$ cat src/rtl/spi_slave_gen.sv
// spi_slave_gen: SPI frame slave decoding a 2-bit command, with a
// read-address / read-data handshake that returns memory data on MISO.
`default_nettype none

module spi_slave_gen #(
  parameter int DATA_W  = 8,
  parameter int TX_WAIT = 16
) (
  input  logic              clk,
  input  logic              rst_n,
  input  logic              SS_n,
  input  logic              MOSI,
  output logic              MISO,
  output logic [DATA_W+1:0] rx_data,
  output logic              rx_valid,
  input  logic [DATA_W-1:0] tx_data,
  input  logic              tx_valid,
  output logic              tx_timeout
);

  localparam int F      = DATA_W + 2;
  localparam int CNT_W  = $clog2(F + 1);
  localparam int WAIT_W = $clog2(TX_WAIT + 1);
  localparam int TXC_W  = $clog2(DATA_W + 1);

  typedef enum logic [2:0] {
    IDLE      = 3'd0,
    CHK_CMD   = 3'd1,
    WRITE     = 3'd2,
    READ_ADD  = 3'd3,
    READ_DATA = 3'd4
  } state_t;

  // Sub-phases of READ_DATA once its command frame has been received.
  typedef enum logic [1:0] {
    PH_WAIT  = 2'd0,
    PH_SHIFT = 2'd1,
    PH_HOLD  = 2'd2
  } phase_t;

  state_t            state_q, state_d;
  phase_t            phase_q, phase_d;
  logic [CNT_W-1:0]  bit_cnt_q, bit_cnt_d;
  logic [F-2:0]      shift_q, shift_d;
  logic [F-1:0]      rx_data_q, rx_data_d;
  logic              rx_valid_q, rx_valid_d;
  logic              miso_q, miso_d;
  logic              tx_timeout_q, tx_timeout_d;
  logic              rd_addr_done_q, rd_addr_done_d;
  logic [WAIT_W-1:0] wait_cnt_q, wait_cnt_d;
  logic [DATA_W-1:0] tx_shift_q, tx_shift_d;
  logic [TXC_W-1:0]  tx_cnt_q, tx_cnt_d;
  logic              frame_last;
  logic              frame_done;

  assign frame_last = (bit_cnt_q == CNT_W'(F - 1));
  assign frame_done = (bit_cnt_q == CNT_W'(F));

  always_comb begin
    state_d        = state_q;
    phase_d        = phase_q;
    bit_cnt_d      = bit_cnt_q;
    shift_d        = shift_q;
    rx_data_d      = rx_data_q;
    rx_valid_d     = 1'b0;
    miso_d         = miso_q;
    tx_timeout_d   = 1'b0;
    rd_addr_done_d = rd_addr_done_q;
    wait_cnt_d     = wait_cnt_q;
    tx_shift_d     = tx_shift_q;
    tx_cnt_d       = tx_cnt_q;

    case (state_q)
      IDLE: begin
        miso_d     = 1'b0;
        bit_cnt_d  = '0;
        wait_cnt_d = '0;
        tx_cnt_d   = '0;
        phase_d    = PH_WAIT;
        if (!SS_n) begin
          state_d = CHK_CMD;
        end
      end

      default: begin
        if (SS_n) begin
          // Deselect aborts everything; a partial frame leaves rx_data alone.
          state_d    = IDLE;
          miso_d     = 1'b0;
          bit_cnt_d  = '0;
          wait_cnt_d = '0;
          tx_cnt_d   = '0;
          phase_d    = PH_WAIT;
        end else if (state_q == CHK_CMD) begin
          shift_d   = {shift_q[F-3:0], MOSI};
          bit_cnt_d = CNT_W'(1);
          if (!MOSI) begin
            state_d = WRITE;
          end else if (rd_addr_done_q) begin
            state_d = READ_DATA;
          end else begin
            state_d = READ_ADD;
          end
        end else if (!frame_done) begin
          shift_d   = {shift_q[F-3:0], MOSI};
          bit_cnt_d = bit_cnt_q + CNT_W'(1);
          if (frame_last) begin
            rx_data_d  = {shift_q, MOSI};
            rx_valid_d = 1'b1;
            if (state_q == READ_ADD) begin
              rd_addr_done_d = 1'b1;
            end
          end
        end else if (state_q == READ_DATA) begin
          case (phase_q)
            PH_WAIT: begin
              // The timeout fires on the TX_WAIT-th sampling edge without tx_valid.
              if (tx_valid) begin
                tx_shift_d = tx_data;
                tx_cnt_d   = '0;
                phase_d    = PH_SHIFT;
              end else if (wait_cnt_q == WAIT_W'(TX_WAIT - 1)) begin
                tx_timeout_d   = 1'b1;
                rd_addr_done_d = 1'b0;
                miso_d         = 1'b0;
                phase_d        = PH_HOLD;
              end else begin
                wait_cnt_d = wait_cnt_q + WAIT_W'(1);
              end
            end
            PH_SHIFT: begin
              if (tx_cnt_q == TXC_W'(DATA_W)) begin
                miso_d         = 1'b0;
                rd_addr_done_d = 1'b0;
                phase_d        = PH_HOLD;
              end else begin
                miso_d     = tx_shift_q[DATA_W-1];
                tx_shift_d = tx_shift_q << 1;
                tx_cnt_d   = tx_cnt_q + TXC_W'(1);
              end
            end
            default: begin
              miso_d = 1'b0;
            end
          endcase
        end
      end
    endcase
  end

  always_ff @(posedge clk) begin
    if (!rst_n) begin
      state_q        <= IDLE;
      phase_q        <= PH_WAIT;
      bit_cnt_q      <= '0;
      shift_q        <= '0;
      rx_data_q      <= '0;
      rx_valid_q     <= 1'b0;
      miso_q         <= 1'b0;
      tx_timeout_q   <= 1'b0;
      rd_addr_done_q <= 1'b0;
      wait_cnt_q     <= '0;
      tx_shift_q     <= '0;
      tx_cnt_q       <= '0;
    end else begin
      state_q        <= state_d;
      phase_q        <= phase_d;
      bit_cnt_q      <= bit_cnt_d;
      shift_q        <= shift_d;
      rx_data_q      <= rx_data_d;
      rx_valid_q     <= rx_valid_d;
      miso_q         <= miso_d;
      tx_timeout_q   <= tx_timeout_d;
      rd_addr_done_q <= rd_addr_done_d;
      wait_cnt_q     <= wait_cnt_d;
      tx_shift_q     <= tx_shift_d;
      tx_cnt_q       <= tx_cnt_d;
    end
  end

  assign MISO       = miso_q;
  assign rx_data    = rx_data_q;
  assign rx_valid   = rx_valid_q;
  assign tx_timeout = tx_timeout_q;

endmodule

`default_nettype wire

$ cat config.mk
export PLATFORM = sky130hd
export DESIGN_NAME = spi_slave_gen
export DESIGN_NICKNAME = d
export VERILOG_FILES = /design/src/rtl/spi_slave_gen.sv
export SDC_FILE = /design/constraint.sdc
export NUM_CORES = 1
export LEC_CHECK = 0
export CAP_MARGIN = 15
export CORE_MARGIN = 5
export CORE_UTILIZATION = 30
export DETAILED_ROUTE_END_ITERATION = 8
export PLACE_DENSITY = 0.48
export SLEW_MARGIN = 30
export SYNTH_ARGS = -nofsm -noshare
export SYNTH_HDL_FRONTEND = slang
export SYNTH_SLANG_ARGS = --single-unit
$ cat constraint.sdc
create_clock -name clk -period 2.8 [get_ports clk]
set_clock_uncertainty 0.05 [all_clocks]
set_input_delay 0.28 -clock clk [delete_from_list [all_inputs] [get_ports clk]]
set_output_delay 0.28 -clock clk [all_outputs]
set_load 0.01 [all_outputs]
# After elaboration in Yosys (flattened, before gate mapping)
# Cells that the tools add are included.
word_totals:
  ff_bits: 49
  inputBits: 13
  out_inout_bits: 13
  word_cells: 97
classes:
  addsub: 3
  n_eq_ne: 21
  muxes: 32
  bitwise: 9
  reduce_logical: 19
op_table:
  columns: ["operator", "count"]
  rows:
  - ["$mux W3", 6]
  - ["$mux W9", 2]
  - ["$reduce_and A6 Y1", 3]
  - ["$mux W8", 2]
  - ["$pmux W8 S2", 1]
  - ["$eq A4 B4 Y1 const B", 3]
  - ["$mux W1", 12]
  - ["$ne A2 B2 Y1 const B", 6]
  - ["$ne A3 B3 Y1 const B", 4]
  - ["$reduce_and A10 Y1", 1]
  - ["$reduce_and A5 Y1", 2]
  - ["$not A1 Y1", 9]
  - ["$add A4 B1 Y4 const B", 2]
  - ["$mux W4", 2]
  - ["$pmux W4 S2", 1]
  - ["$reduce_and A8 Y1", 1]
  - ["$reduce_or A8 Y1", 1]
  - ["$mux W2", 3]
  - ["$reduce_bool A2 Y1", 3]
  - ["$add A5 B1 Y5 const B", 1]
  - ["$eq A5 B4 Y1 const B", 1]
  - ["$reduce_or A5 Y1", 1]
  - ["$ne A2 B1 Y1 const B", 2]
  - ["$pmux W1 S2", 2]
  - ["13 further kinds", 13]

# Logic depth before layout (Yosys ltp)
depth:
  ltp_word: 6
  depth_mapped: 8
  mapped_depth_nobuf: 7

# Least setup slack after synthesis
# No wires, ideal clock.
synth_timing:
  kind: "reg-to-reg"
  startpoint: "reg state_q[0]"
  endpoint: "reg tx_shift_q[0]"
  setup_ns: 0.119
  t_arrival_ns: 1.815
  t_required_ns: 2.631
  setup_slack_ns: 0.816
  path_stages_with_launch: 7
  path_buffers: 2
  synth_period_minus_slack_ns: 1.984
  path_cell_list: "dfxtp_1 > buf_6 > or4b_4 > or2_4 > or4_1 > buf_6 > mux2i_1"
synth_between:
  elab_chain_cells: 3
  elab_cells_between_ends: 6
  classes_between: "eq/ne (2); bitwise (2); reduce/logical (2)"
synth_lines:
  columns: ["element", "line_no", "rtl"]
  rows:
  - ["start, declared", "41", "state_t state_q, state_d;"]
  - ["start signal, assigned", "166", "state_q <= state_d;"]
  - ["$eq A3 B1 Y1 or $logic_not A3 Y1 (tied branches)", "94, 73", null]
  - ["$not A1 Y1 (no source line)", null, null]
  - ["$reduce_and A8 Y1 (no source line) (*)", null, null]
  - ["end signal, assigned", "176", "tx_shift_q <= tx_shift_d;"]
  - ["end, declared", "51", "logic [DATA_W-1:0] tx_shift_q, tx_shift_d;"]
# Mark *: on every way between the ends. The rest lies on a longest branch, timed or not.
# A chain may end at the register's enable or synchronous reset.

# Final worst setup path
layout_timing:
  startpoint: "reg state_q[2]"
  endpoint: "reg tx_shift_q[2]"
# Same word-level chain as after synthesis.

==> impl_metrics.json <==
{
  "ys_types": 43,
  "setup_viol": 0,
  "netlist_area_sq_um": 2270,
  "peakVddDrop_mv": 0.167,
  "p_int_w": 0.00103,
  "cp-start-kind": "flip-flop",
  "diodes": 0,
  "setup_tns_ns": 0,
  "synth_edf_count": 0,
  "rsz0062_at_grt": "false",
  "rows": 31,
  "fin_crit_ns": 2.25,
  "hpwl_mm": 3.35,
  "area_growth_pct": 21.5,
  "crit_cells": 4,
  "cts_sinks": 49,
  "critPathKind": "reg -> reg",
  "hp-start": "tx_shift_q[0]",
  "io_pins": 26,
  "clock-root-buffer": "clkbuf_8",
  "final_antenna_net_count": 0,
  "coreArea_sq_um": 7330,
  "finalMaxSlewViolations": 0,
  "end_kind": "flip-flop",
  "path_buf_inv": 0,
  "place.port_buffers": 25,
  "initial_core_util_pct": 31.0,
  "place_congestion": 0.789,
  "clk_path_buf_depth": 2,
  "dieArea_sq_um": 9420,
  "crit_family": "simple AND/OR/NAND/NOR gates",
  "cp_cell_sequence": "or4b_4, or2_4, or4_1, mux2i_1",
  "p_sw_w": 0.000268,
  "antenna_found_initial": 0,
  "pre_cts_ws_ns": 0.554,
  "p_clk_share_pct": 40.5,
  "post-route-period-util_pct": 80.4,
  "synth.net_count": 260,
  "grt_pass1_wl_mm": 8.13,
  "seq_power_share_pct": 54.3,
  "crit_arrival_ns": 2.37,
  "syn_inst": 240,
  "async_flop_share_pct": 0,
  "max_freq_mhz": 444,
  "cp_max_fo": 8,
  "cts_resized": 0,
  "track_usage_pct": 10.3,
  "startpoint": "state_q[2]",
  "postCtsHoldBufs": 0,
  "fin_ws_ns": 0.550,
  "max_slew_margin_pct": 62.6,
  "critPathSlowestCell": "or4_1",
  "synth_area_per_cell_sq_um": 9.48,
  "globalRouteOverflowTotal": 0,
  "grt_max_degree": 27,
  "cp_data_required_time_ns": 2.92,
  "timing.rr.start": "state_q[2]",
  "first_pass_iters": 4,
  "post_cts_buffers": 0,
  "drive_gt1_share_pct": 10.1,
  "synth-seq-cells": 49,
  "leakagePower_nw": 0.964,
  "cts_made_buffers": 5,
  "worst_pin_slew_ns": 0.557,
  "cap_violations": 0,
  "wirelength_mm": 4.63,
  "die_w_um": 97.1,
  "final_hold_viol_count": 0,
  "pwr-share-comb_pct": 5.2,
  "clock_latency_ns": 0.30,
  "switching_share_pct": 20.7,
  "r2r_cells": 4,
  "cpPeakStageDelay_ns": 0.66,
  "status": "completed",
  "tritoncts": "done",
  "dr.first_iter.drc_count": 58,
  "yosys_most_used_dff": "dfxtp_1",
  "h-tree-depth": 2,
  "hold_class": "reg -> reg",
  "avgRoutedWirePerCell_um": 12.6,
  "fillCellCount": 734,
  "num_vias": 1704,
  "yosys_warnings": 0,
  "ys_seq_area_share_pct": 43.1,
  "dieHeight_um": 97.1,
  "power_density_nw_per_um2": 468,
  "whs_path_depth": 2,
  "clk_pin_slew_ns": 0.09,
  "grt_pass1_vias": 1723,
  "drc": 0,
  "post_drt_via_cell_ratio": 4.64,
  "nNetsFinal": 287
}
-- synth_stat cells (3+ instances only) --
library cell	n	area (sq um)
nor3_1	5	25.0
nand3_1	6	30.0
a211oi_1	5	37.5
nand2b_1	4	25.0
a21oi_1	9	45.0
nor2b_1	21	131
nand4_1	3	18.8
mux2_2	7	78.8
clkbuf_1	8	30.0
dfxtp_1	49	981
nand2_1	20	75.1
inv_1	6	22.5
o21ai_0	8	40.0
nor2_1	17	63.8
mux2i_1	28	280
ha_1	7	87.6
-- metal layers --
| metal | GRT usage (%) | routed length [um] | vias up | share of wire, % |
|---|---|---|---|---|
| li1 | - | - | 896 | - |
| met1 | 14.0 | 2450 | 778 | 53 |
| met2 | 16.0 | 1990 | 23 | 43 |
| met3 | 2.08 | 123 | 7 | 2.7 |
| met4 | 4.21 | 67 | 0 | 1.4 |
| met5 | 0 | 0 | - | 0 |
-- cells by family after synthesis --
kind of cell,Yosys count,synth area share (%)
AO/OA/AOI/OAI,32,8.86
XOR/XNOR,4,1.54
multiplexers,35,15.8
flip-flops,49,43.1
buffers and inverters,17,3.52
AND/OR/NAND/NOR,96,23.3
adder cells (fa/ha/maj),7,3.85
-- area by class of cell --
class / count / area, sq um / share of cell area (%)
timing repair buffer: 31 / 295 / 10.7
inverter: 6 / 22.5 / 0.815
clock inverter: 1 / 30.0 / 1.09
clock buffer: 7 / 86.3 / 3.12
sequential: 49 / 981 / 35.5
tap: 99 / 124 / 4.48
multi-input combinational: 174 / 1220 / 44.3
-- worst reg2reg max path, cell delays in order, from the launching register on --
cell,delay [ns]
dfxtp_1,0.43
or4b_4,0.50
or2_4,0.27
or4_1,0.66
mux2i_1,0.21
-- flip-flops by register name, indices dropped and copies added, names as in the netlist, 2 cells and up --
| signal | cells |
|---|---|
| shift_q | 9 |
| wait_cnt_q | 5 |
| state_q | 3 |
| rx_data | 10 |
| tx_shift_q | 8 |
| tx_cnt_q | 4 |
| bit_cnt_q | 4 |
| phase_q | 2 |
-- through the flow --
step | total power, W | hold WS, ns | instance area [sq um] | utilization (%) | cells
after floorplan | 0.000756 | 0.373 | 2270 | - | 240
after global placement | 0.000788 | 0.393 | 2650 | 36.1 | 359
after detailed placement | 0.000787 | 0.404 | 2650 | 36.1 | 359
after CTS | 0.00132 | 0.418 | 2760 | 37.7 | 367
after global routing | 0.00136 | 0.431 | 2760 | 37.7 | 367
final | 0.00129 | 0.412 | 2760 | 37.7 | 367
-- power groups by stage --
stage / Combinational [W] / Sequential [W] / Clock (W)
floorplan: 0.0000387 / 0.000717 / 0
global placement: 0.0000689 / 0.000719 / 0
detailed placement: 0.0000675 / 0.000719 / 0
CTS: 0.0000678 / 0.000703 / 0.000545
global route: 0.0000745 / 0.000704 / 0.000577
finish: 0.0000672 / 0.000703 / 0.000524
-- cell usage in the layout (no fill, tap or decap), drive strengths merged, types with 2 or more instances in the layout --
cell and count:
dfxtp 49, mux2i 28, clkdlybuf4s50 25, nor2b 21
nand2 20, nor2 17, a21oi 9, o21ai 9
mux2 7, ha 7, clkbuf 7, inv 6
nand3 6, buf 6, nor3 5, a211oi 5
nand2b 4, nand4 3, and3 2, nand3b 2
nand4bb 2, xor2 2, and2 2, o31ai 2
o21a 2, xnor2 2, nor4 2, or2 2
or4b 2
-- final timing paths --
kind	to	slack [ns]
min reg2reg	tx_shift_q[0]	0.41
max	tx_shift_q[2]	0.55
min	tx_shift_q[0]	0.41
max reg2reg	tx_shift_q[2]	0.55
Power figures use the tool's default switching activity.
